## src/rtl/rpt_event_logger.sv

```systemverilog
// Multi-channel event logger: round-robin intake, severity filter,
// log FIFO, saturating per-type statistics and stop/exit halting.
module rpt_event_logger #(
   parameter int NUM_CH = 4,
   parameter int MSG_W  = 16,
   parameter int DEPTH  = 8,
   parameter int CNT_W  = 16,
   parameter int TS_W   = 16
) (
   input  logic                    clk_i,
   input  logic                    rst_i,
   input  logic [NUM_CH-1:0]       ev_valid_i,
   output logic [NUM_CH-1:0]       ev_ready_o,
   input  logic [2*NUM_CH-1:0]     ev_type_i,
   input  logic [2*NUM_CH-1:0]     ev_sev_i,
   input  logic [2*NUM_CH-1:0]     ev_act_i,
   input  logic [MSG_W*NUM_CH-1:0] ev_msg_i,
   input  logic [1:0]              sev_thr_i,
   input  logic                    clr_i,
   output logic                    log_valid_o,
   input  logic                    log_ready_i,
   output logic [TS_W+$clog2(NUM_CH)+2+MSG_W-1:0] log_data_o,
   output logic [CNT_W-1:0]        info_cnt_o,
   output logic [CNT_W-1:0]        warn_cnt_o,
   output logic [CNT_W-1:0]        err_cnt_o,
   output logic [CNT_W-1:0]        fatal_cnt_o,
   output logic [CNT_W-1:0]        drop_cnt_o,
   output logic                    stop_o,
   output logic                    exit_o,
   output logic                    full_o
);

   localparam int CH_W  = $clog2(NUM_CH);
   localparam int AW    = $clog2(DEPTH);
   localparam int LOG_W = TS_W + CH_W + 2 + MSG_W;

   logic [TS_W-1:0]  ts_q;
   logic [CH_W-1:0]  last_q;
   logic [CH_W-1:0]  sel;
   logic [CH_W:0]    cand;
   logic             found;
   logic             accept;
   logic [1:0]       sel_type;
   logic [1:0]       sel_sev;
   logic [1:0]       sel_act;
   logic [MSG_W-1:0] sel_msg;
   logic             filt_in;
   logic             push;
   logic             pop;
   logic             drop;
   logic [3:0]       type_inc;

   logic [LOG_W-1:0] mem [DEPTH];
   logic [AW:0]      wr_q;
   logic [AW:0]      rd_q;

   // Search begins one past the last granted channel and wraps.
   always_comb begin
      found = 1'b0;
      sel   = last_q;
      cand  = '0;
      for (int i = 1; i <= NUM_CH; i++) begin
         cand = {1'b0, last_q} + (CH_W+1)'(i);
         if (cand >= (CH_W+1)'(NUM_CH))
            cand = cand - (CH_W+1)'(NUM_CH);
         if (!found && ev_valid_i[cand[CH_W-1:0]]) begin
            found = 1'b1;
            sel   = cand[CH_W-1:0];
         end
      end
   end

   assign accept     = found & ~stop_o & ~exit_o & ~rst_i;
   assign ev_ready_o = accept ? (NUM_CH'(1) << sel) : '0;

   assign sel_type = ev_type_i[2*int'(sel) +: 2];
   assign sel_sev  = ev_sev_i[2*int'(sel) +: 2];
   assign sel_act  = ev_act_i[2*int'(sel) +: 2];
   assign sel_msg  = ev_msg_i[MSG_W*int'(sel) +: MSG_W];

   assign filt_in  = accept & (sel_sev >= sev_thr_i);
   assign pop      = log_valid_o & log_ready_i;
   assign push     = filt_in & (~full_o | pop);
   assign drop     = filt_in & full_o & ~pop;
   assign type_inc = accept ? (4'(1) << sel_type) : 4'b0;

   assign log_valid_o = (wr_q != rd_q);
   assign full_o      = (wr_q[AW] != rd_q[AW]) &&
                        (wr_q[AW-1:0] == rd_q[AW-1:0]);
   assign log_data_o  = mem[rd_q[AW-1:0]];

   function automatic logic [CNT_W-1:0] bump(
      input logic [CNT_W-1:0] v,
      input logic             en
   );
      return (en && (v != {CNT_W{1'b1}})) ? v + CNT_W'(1) : v;
   endfunction

   always_ff @(posedge clk_i) begin
      if (push)
         mem[wr_q[AW-1:0]] <= {ts_q, sel, sel_type, sel_msg};
   end

   always_ff @(posedge clk_i) begin
      if (rst_i) begin
         ts_q        <= '0;
         last_q      <= CH_W'(NUM_CH - 1);
         wr_q        <= '0;
         rd_q        <= '0;
         info_cnt_o  <= '0;
         warn_cnt_o  <= '0;
         err_cnt_o   <= '0;
         fatal_cnt_o <= '0;
         drop_cnt_o  <= '0;
         stop_o      <= 1'b0;
         exit_o      <= 1'b0;
      end else begin
         ts_q <= ts_q + TS_W'(1);
         if (accept)
            last_q <= sel;
         if (push)
            wr_q <= wr_q + (AW+1)'(1);
         if (pop)
            rd_q <= rd_q + (AW+1)'(1);
         // A clear zeroes first, so a same-cycle event lands on zero.
         info_cnt_o  <= bump(clr_i ? '0 : info_cnt_o,  type_inc[0]);
         warn_cnt_o  <= bump(clr_i ? '0 : warn_cnt_o,  type_inc[1]);
         err_cnt_o   <= bump(clr_i ? '0 : err_cnt_o,   type_inc[2]);
         fatal_cnt_o <= bump(clr_i ? '0 : fatal_cnt_o, type_inc[3]);
         drop_cnt_o  <= bump(clr_i ? '0 : drop_cnt_o,  drop);
         stop_o <= (stop_o & ~clr_i) | (filt_in & (sel_act == 2'd1));
         exit_o <= exit_o | (filt_in & (sel_act == 2'd2));
      end
   end

endmodule

```

## config.mk

```make
export PLATFORM = sky130hd
export DESIGN_NAME = rpt_event_logger
export DESIGN_NICKNAME = d
export VERILOG_FILES = /design/src/rtl/rpt_event_logger.sv
export SDC_FILE = /design/constraint.sdc
export NUM_CORES = 1
export LEC_CHECK = 0
export BUFFER_PORTS_ARGS = -buffer_cell sky130_fd_sc_hd__buf_4
export CAP_MARGIN = 20
export CORE_ASPECT_RATIO = 0.75
export CORE_MARGIN = 5
export CORE_UTILIZATION = 30
export DETAILED_ROUTE_END_ITERATION = 6
export PLACE_DENSITY = 0.51
export REMOVE_ABC_BUFFERS = 1
export SKIP_LAST_GASP = 1
export SLEW_MARGIN = 30
export SYNTH_ARGS = -nofsm -noshare
export SYNTH_HDL_FRONTEND = slang
export SYNTH_SLANG_ARGS = --single-unit
```

## constraint.sdc

```tcl
create_clock -name clk_i -period 10.1 [get_ports clk_i]
set_input_delay 2.02 -clock clk_i [delete_from_list [all_inputs] [get_ports clk_i]]
set_output_delay 2.02 -clock clk_i [all_outputs]
set_load 0.05 [all_outputs]
```

# After elaboration in Yosys (flattened, before gate mapping)
# Memories as Yosys holds them, arrays and structs flattened. A register that Yosys moved wholly into a read port is not among the register bits.
# Index checks and enable logic that the tools add are counted.
# word_totals
in_bits	98
wordCells	121
register_bits	108
n_memories	1
mem_bits_rw	288
out_inout_bits	124
# mem_list
memory	words	word_bits	rd	rd_ports_with_merged_regs	write_ports	line_no	rtl
mem	8	36	1	1	1	53	logic [LOG_W-1:0] mem [DEPTH];
# classes
eq_ne	10
muxes	36
n_reduce_logical	12
add_sub_neg	16
magnitude_cmp	9
bitwise_logic	20
shifts	6
# ops
operator	count
2-to-1 mux 16 bit	10
adder 16 x 1 -> 16 bit (second input constant)	6
inequality test 16 bit (second input constant)	5
variable part select 64 x 7 -> 16 bit	1
variable part select 8 x 4 -> 2 bit	3
2-to-1 mux 2 bit	8
>= comparator 3 bit (second input constant)	4
< comparator 2 x 3 -> 1 bit (second input constant)	4
bitwise AND 1 bit	11
2-to-1 mux 1 bit	10
logical AND 1 bit	9
adder 4 x 1 -> 4 bit (second input constant)	2
binary-select mux 1 bit (select 2 bit)	4
2-to-1 mux 4 bit	2
<< shifter 1 x 2 -> 4 bit (first input constant)	2
subtractor 2 x 1 -> 2 bit (second input constant)	4
adder 2 x 2 -> 3 bit (second input constant)	2
2-to-1 mux 3 bit	2
NOT 1 bit	6
inequality test 4 bit	1
adder 2 x 1 -> 3 bit (second input constant)	1
adder 2 x 3 -> 3 bit (second input constant)	1
== test 3 bit	1
logical NOT 1 bit	3
5 further kinds	7

# Longest topological paths before layout
# depth
ltp_word	23
ltp_mapped	16
depth_no_buf	14

# Worst setup path after synthesis
# OpenSTA, ideal clock, no wires.
# synth_timing
kind	input port to flip-flop
start	in ev_valid_i[1]
end	mem mem[0][0] (netlist name) (enable)
arrival_time_ns	6.855
t_required_ns	9.626
slack_ns	2.771
setup_time_ns	0.474
path_buffers	1
stages	11
path_cell_list	nor2b_1 > o21bai_1 > o21a_1 > inv_2 > clkbuf_1 > mux4_2 > ha_1 > a21oi_1 > a211oi_1 > nand2b_1 > nor3_1
# synth_via
elab_cells_between_ends	31
cone_classes	order compare (1); shift (1); mux (18); bitwise (5); reduce/logical (6)
# synth_rtl
element	line_no	rtl
start: declaration	12	input logic [NUM_CH-1:0] ev_valid_i,
binary-select mux 1 bit (select 2 bit)	66	if (!found && ev_valid_i[cand[CH_W-1:0]]) begin
2-to-1 mux 1 bit (implied by the code)	66	
2-to-1 mux 1 bit	66	
logical NOT 1 bit	66	
logical AND 1 bit	66	
2-to-1 mux 1 bit	66	
logical NOT 1 bit	66	
logical AND 1 bit	66	
[... 3 more ...]	--	
2-to-1 mux 2 bit (*)	66	
net sel[1]	39	logic [CH_W-1:0] sel;
variable part select 8 x 4 -> 2 bit (*)	77	assign sel_sev = ev_sev_i[2*int'(sel) +: 2];
>= comparator 2 bit (*)	81	assign filt_in = accept & (sel_sev >= sev_thr_i);
bitwise AND 1 bit (*)	81	
bitwise AND 1 bit (*)	83	assign push = filt_in & (~full_o | pop);
2-to-1 mux 1 bit (*)	100	if (push)
2-to-1 mux 1 bit (implied by the code) (*)	101	mem[wr_q[AW-1:0]] <= {ts_q, sel, sel_type, sel_msg};
end: declaration	53	
# Mark *: on every way through the listed nets, which the timed path passes. The rest lies on a longest branch. The select of a mux whose other input is x is not followed.

# Worst setup path in the final report
# layout_timing
start	in ev_valid_i[3]
end	out ev_ready_o[2]
# layout_via
elab_cells_between_ends	27
cone_classes	shift (1); mux (17); bitwise (3); reduce/logical (6)
# layout_rtl
element	line_no	rtl
binary-select mux 1 bit (select 2 bit)	66	
2-to-1 mux 1 bit (implied by the code)	66	
2-to-1 mux 1 bit	66	
logical NOT 1 bit	66	
logical AND 1 bit	66	
2-to-1 mux 1 bit	66	
logical NOT 1 bit	66	
logical AND 1 bit	66	
2-to-1 mux 1 bit	66	
logical NOT 1 bit	66	
logical AND 1 bit	66	
2-to-1 mux 2 bit (*)	66	
net sel[0]	39	
<< shifter 1 x 2 -> 4 bit (*)	74	assign ev_ready_o = accept ? (NUM_CH'(1) << sel) : '0;
2-to-1 mux 4 bit (*)	74	
end: declaration	13	output logic [NUM_CH-1:0] ev_ready_o,
# Marks and branches as above.

==> results.py <==
metrics = {
    "run_status": {
        "outcome": "finished clean",
    },
    "clock_tree": {
        "cts_tree": "built",
        "postCtsSetupBuffers": 0,
        "hold_buffers": 0,
        "cts_root_buf": "clkbuf_16",
        "cts_buffers": 40,
        "cts_sinks": 399,
        "cts-htree-levels": 2,
        "clock_path_buffers": 3,
        "clock_latency_ns": 0.54,
        "cts_resized": 0,
        "clk_pin_slew_ns": 0.06,
    },
    "routing": {
        "drtPass1Iterations": 5,
        "vias": 10800,
        "wl_per_cell_microns": 20.4,
        "antenna_left": 0,
        "drc": 0,
        "drt-total-wl_microns": 43800,
        "vias_per_cell": 5.01,
        "drt_iter0_markers": 833,
    },
    "placed_design": {
        "post-dp-hpwl_microns": 27800,
        "place_ws_ns": 3.48,
        "gp_congestion": 0.831,
        "port-buffer-count": 221,
    },
    "timing": {
        "tightest_slew_ns": 0.910,
        "layout_setup_ws_ns": 3.83,
        "skew_ns": 0.0247,
        "finalSetupViolCount": 0,
        "rsz0062_at_grt": "false",
        "slew_headroom_pct": 38.8,
        "fin_crit_ns": 6.27,
        "min_period_over_period_pct": 62.1,
        "final_max_slew_viol_count": 0,
        "fin_tns_setup_ns": 0,
        "final_hold_viol_count": 0,
        "fmax_mhz": 160,
    },
    "worst_setup_path": {
        "path_depth": 8,
        "reg2reg_to": "mem[6][11]",
        "cp.required_ns": 8.08,
        "cp_cell_sequence": "buf_4 -> nor2b_1 -> o21a_1 -> nor3_4 -> buf_4 -> inv_2 -> nor3_1 -> buf_4",
        "worst-r2r-setup-slack_ns": 5.30,
        "cp-startpoint": "ev_valid_i[3]",
        "reg2regPathDepth": 11,
        "crit_buf_inv": 4,
        "end_kind": "primary output",
        "critPathSlowestCell": "buf_4",
        "cp_max_fo": 29,
        "endpoint": "ev_ready_o[2]",
        "r2r_start": "last_q[0]",
        "cp_common_cell": "buf_4",
        "worst_path_largest_cell_delay_ns": 0.49,
        "worstPathArrival_ns": 4.25,
        "crit_path_start_kind": "primary input",
        "crit_family": "buffers and inverters",
        "critPathKind": "in -> out",
    },
    "hold_path": {
        "whs_path_depth": 2,
        "min_path_type": "reg -> reg",
    },
    "die": {
        "io-pin-count": 222,
        "die_x_microns": 285,
        "core-area_sq_mm": 0.0560,
        "start_util_pct": 30.4,
        "row_count": 75,
        "die_y_microns": 216,
        "dieArea_sq_mm": 0.0617,
    },
    "yosys": {
        "netlist_instances": 1159,
        "ys_seq_area_share_pct": 63.8,
        "synth_seq_cells": 399,
        "synth_area_sq_mm": 0.0170,
        "yosysUniqueCellTypes": 59,
        "synth_edf_count": 288,
        "synth_warnings": 0,
        "ys.flop_type": "edfxtp_1",
        "synth.avg_cell_area_sq_um": 14.7,
        "synth.area.top_cells": "edfxtp_1 (51%), dfxtp_1 (13%), mux4_2 (13%)",
        "synthArstFlopShare_pct": 0,
        "yosysTopAreaCellShare_pct": 50.8,
        "synth_top_cell_by_area": "edfxtp_1",
    },
    "pwr": {
        "power_frac_clock_pct": 28.4,
        "power_density_mw_per_mm2": 237,
        "ir_worst_vdd_mv": 0.143,
        "power.share.switching_pct": 33.0,
        "p_comb_share_pct": 29.8,
        "power_switching_uw": 1630,
        "p_int_uw": 3300,
        "p_seq_share_pct": 41.8,
        "p_leak_uw": 0.00704,
    },
    "final_layout": {
        "seqCellArea_sq_mm": 0.0109,
        "multi_input_area_sq_mm": 0.00598,
        "nets": 1495,
        "drive_gt1_share_pct": 31.6,
        "diodes": 0,
        "nFillCells": 5356,
        "area_delta_synth_final_pct": 22.2,
    },
    "flow_run": {
        "drv_cap": 0,
    },
    "global_route": {
        "grt_use_total_pct": 14.0,
        "grt_pass1_vias": 11100,
        "grt_pass1_wl_microns": 67800,
        "gr-total-overflow": 0,
        "antenna_found_initial": 0,
        "grt_max_degree": 57,
    },
}
==> registers in the layout, summed over array words and instances (netlist names), named ones only <==
name / cells
ts_q: 16
rd_q: 4
exit_o: 1
warn_cnt_o: 16
mem: 288
stop_o: 1
wr_q: 4
drop_cnt_o: 16
last_q: 2
fatal_cnt_o: 16
info_cnt_o: 16
err_cnt_o: 16
==> cell type report <==
type,instances,area share [%]
timing repair buffer,237,8.55
clock inverter,16,0.535
clock buffer,58,5.28
inverter,13,0.234
multi-input combinational,696,28.7
sequential,399,52.3
tap,731,4.39
==> power groups by stage <==
stage / registers [uW] / clock network, uW / logic (uW)
after floorplan: 2130 / 0 / 973
after global placement: 2090 / 0 / 1490
after detailed placement: 2100 / 0 / 1500
after CTS: 2060 / 1450 / 1500
after global routing: 2080 / 1520 / 1580
final: 2060 / 1400 / 1470
==> cell usage in the layout, fill, tap and decap left out, types with 7 or more instances in the layout <==
cell | Yosys | layout
xnor2_1 | 26 | 26
and3_1 | 18 | 18
nor3b_1 | 8 | 8
inv_1 | 10 | 10
edfxtp_1 | 288 | 288
nor4_1 | 12 | 12
buf_4 | 0 | 237
mux2_2 | 38 | 38
mux2i_1 | 8 | 8
o21ai_0 | 23 | 23
and2_1 | 8 | 8
nor3_1 | 18 | 16
nand4_1 | 33 | 33
xor2_1 | 34 | 34
dfxtp_1 | 111 | 108
nand3_1 | 49 | 49
nand2_1 | 75 | 75
nor2_1 | 92 | 86
o211ai_1 | 8 | 8
a21oi_1 | 27 | 27
or4_1 | 7 | 7
or3_1 | 22 | 22
ha_1 | 10 | 10
nand2b_1 | 7 | 7
clkbuf_1 | 37 | 16
clkinv_1 | 1 | 7
clkbuf_16 | 0 | 41
mux4_2 | 95 | 95
nor2b_1 | 22 | 22
==> worst register-to-register path, cell delays in order (launching register included) <==
cell      delay, ns
dfxtp_1        0.42
nor3b_1        0.64
nor3_4         0.03
buf_4          0.31
inv_2          0.36
mux4_2         0.55
ha_1           0.29
a21oi_1        0.08
a211oi_1       0.49
nand2b_1       0.37
nor2_4         0.41
buf_4          0.45
==> metrics by stage <==
stage / utilization [%] / instance area [sq um] / instances / power, uW / hold WS (ns)
after floorplan: - / 16800 / 1108 / 3100 / 0.493
after global placement: 35.0 / 19600 / 2076 / 3580 / 0.478
after detailed placement: 35.0 / 19600 / 2076 / 3590 / 0.493
after CTS: 37.2 / 20800 / 2150 / 5010 / 0.502
after global routing: 37.2 / 20800 / 2150 / 5170 / 0.519
final: 37.2 / 20800 / 2150 / 4920 / 0.495
==> synth_stat cells (3+ instances only) <==
| master | n |
|---|---|
| xor2_1 | 34 |
| edfxtp_1 | 288 |
| o21a_1 | 3 |
| mux2i_1 | 8 |
| and4_1 | 3 |
| inv_1 | 10 |
| a31oi_1 | 3 |
| nor3b_1 | 8 |
| buf_1 | 12 |
| nand2b_1 | 7 |
| dfxtp_1 | 111 |
| o21ai_0 | 23 |
| a211oi_1 | 3 |
| ha_1 | 10 |
| nor2_1 | 92 |
| o211ai_1 | 8 |
| o31ai_1 | 6 |
| nor2b_1 | 22 |
| nor3_1 | 18 |
| mux2_2 | 38 |
| or4_1 | 7 |
| and3_1 | 18 |
| or3_1 | 22 |
| clkbuf_1 | 37 |
| a21oi_1 | 27 |
| nand4_1 | 33 |
| nand2_1 | 75 |
| nor4_1 | 12 |
| nand3_1 | 49 |
| xnor2_1 | 26 |
| mux4_2 | 95 |
| and2_1 | 8 |
| a31o_2 | 4 |
| or2_2 | 6 |
==> worst min path at each step <==
stage	end	slack, ns	startpoint
after floorplan	wr_q[0]	0.49	wr_q[0]
after global placement	fatal_cnt_o[4]	0.48	fatal_cnt_o[4]
after detailed placement	fatal_cnt_o[4]	0.49	fatal_cnt_o[4]
after CTS	fatal_cnt_o[4]	0.50	fatal_cnt_o[4]
after global routing	fatal_cnt_o[8]	0.52	fatal_cnt_o[8]
final	fatal_cnt_o[8]	0.49	fatal_cnt_o[8]
==> per-layer routing <==
metal | up-vias | global-route usage [%] | wire [microns]
met2 | 299 | 22.3 | 20100
met5 | - | 0 | 0
li1 | 4973 | - | -
met1 | 5455 | 19.6 | 20300
met4 | 0 | 2.58 | 578
met3 | 45 | 3.52 | 2730
==> kinds of logic after synthesis <==
| kind of cell | synth area share, % |
|---|---|
| fa+ha+maj | 0.735 |
| flops | 63.8 |
| xor+xnor | 3.09 |
| mux | 15.5 |
| compound gates | 3.62 |
| simple gates | 11.7 |
| buf+inv | 1.43 |
Note: power is estimated with default switching activity, not from simulation.
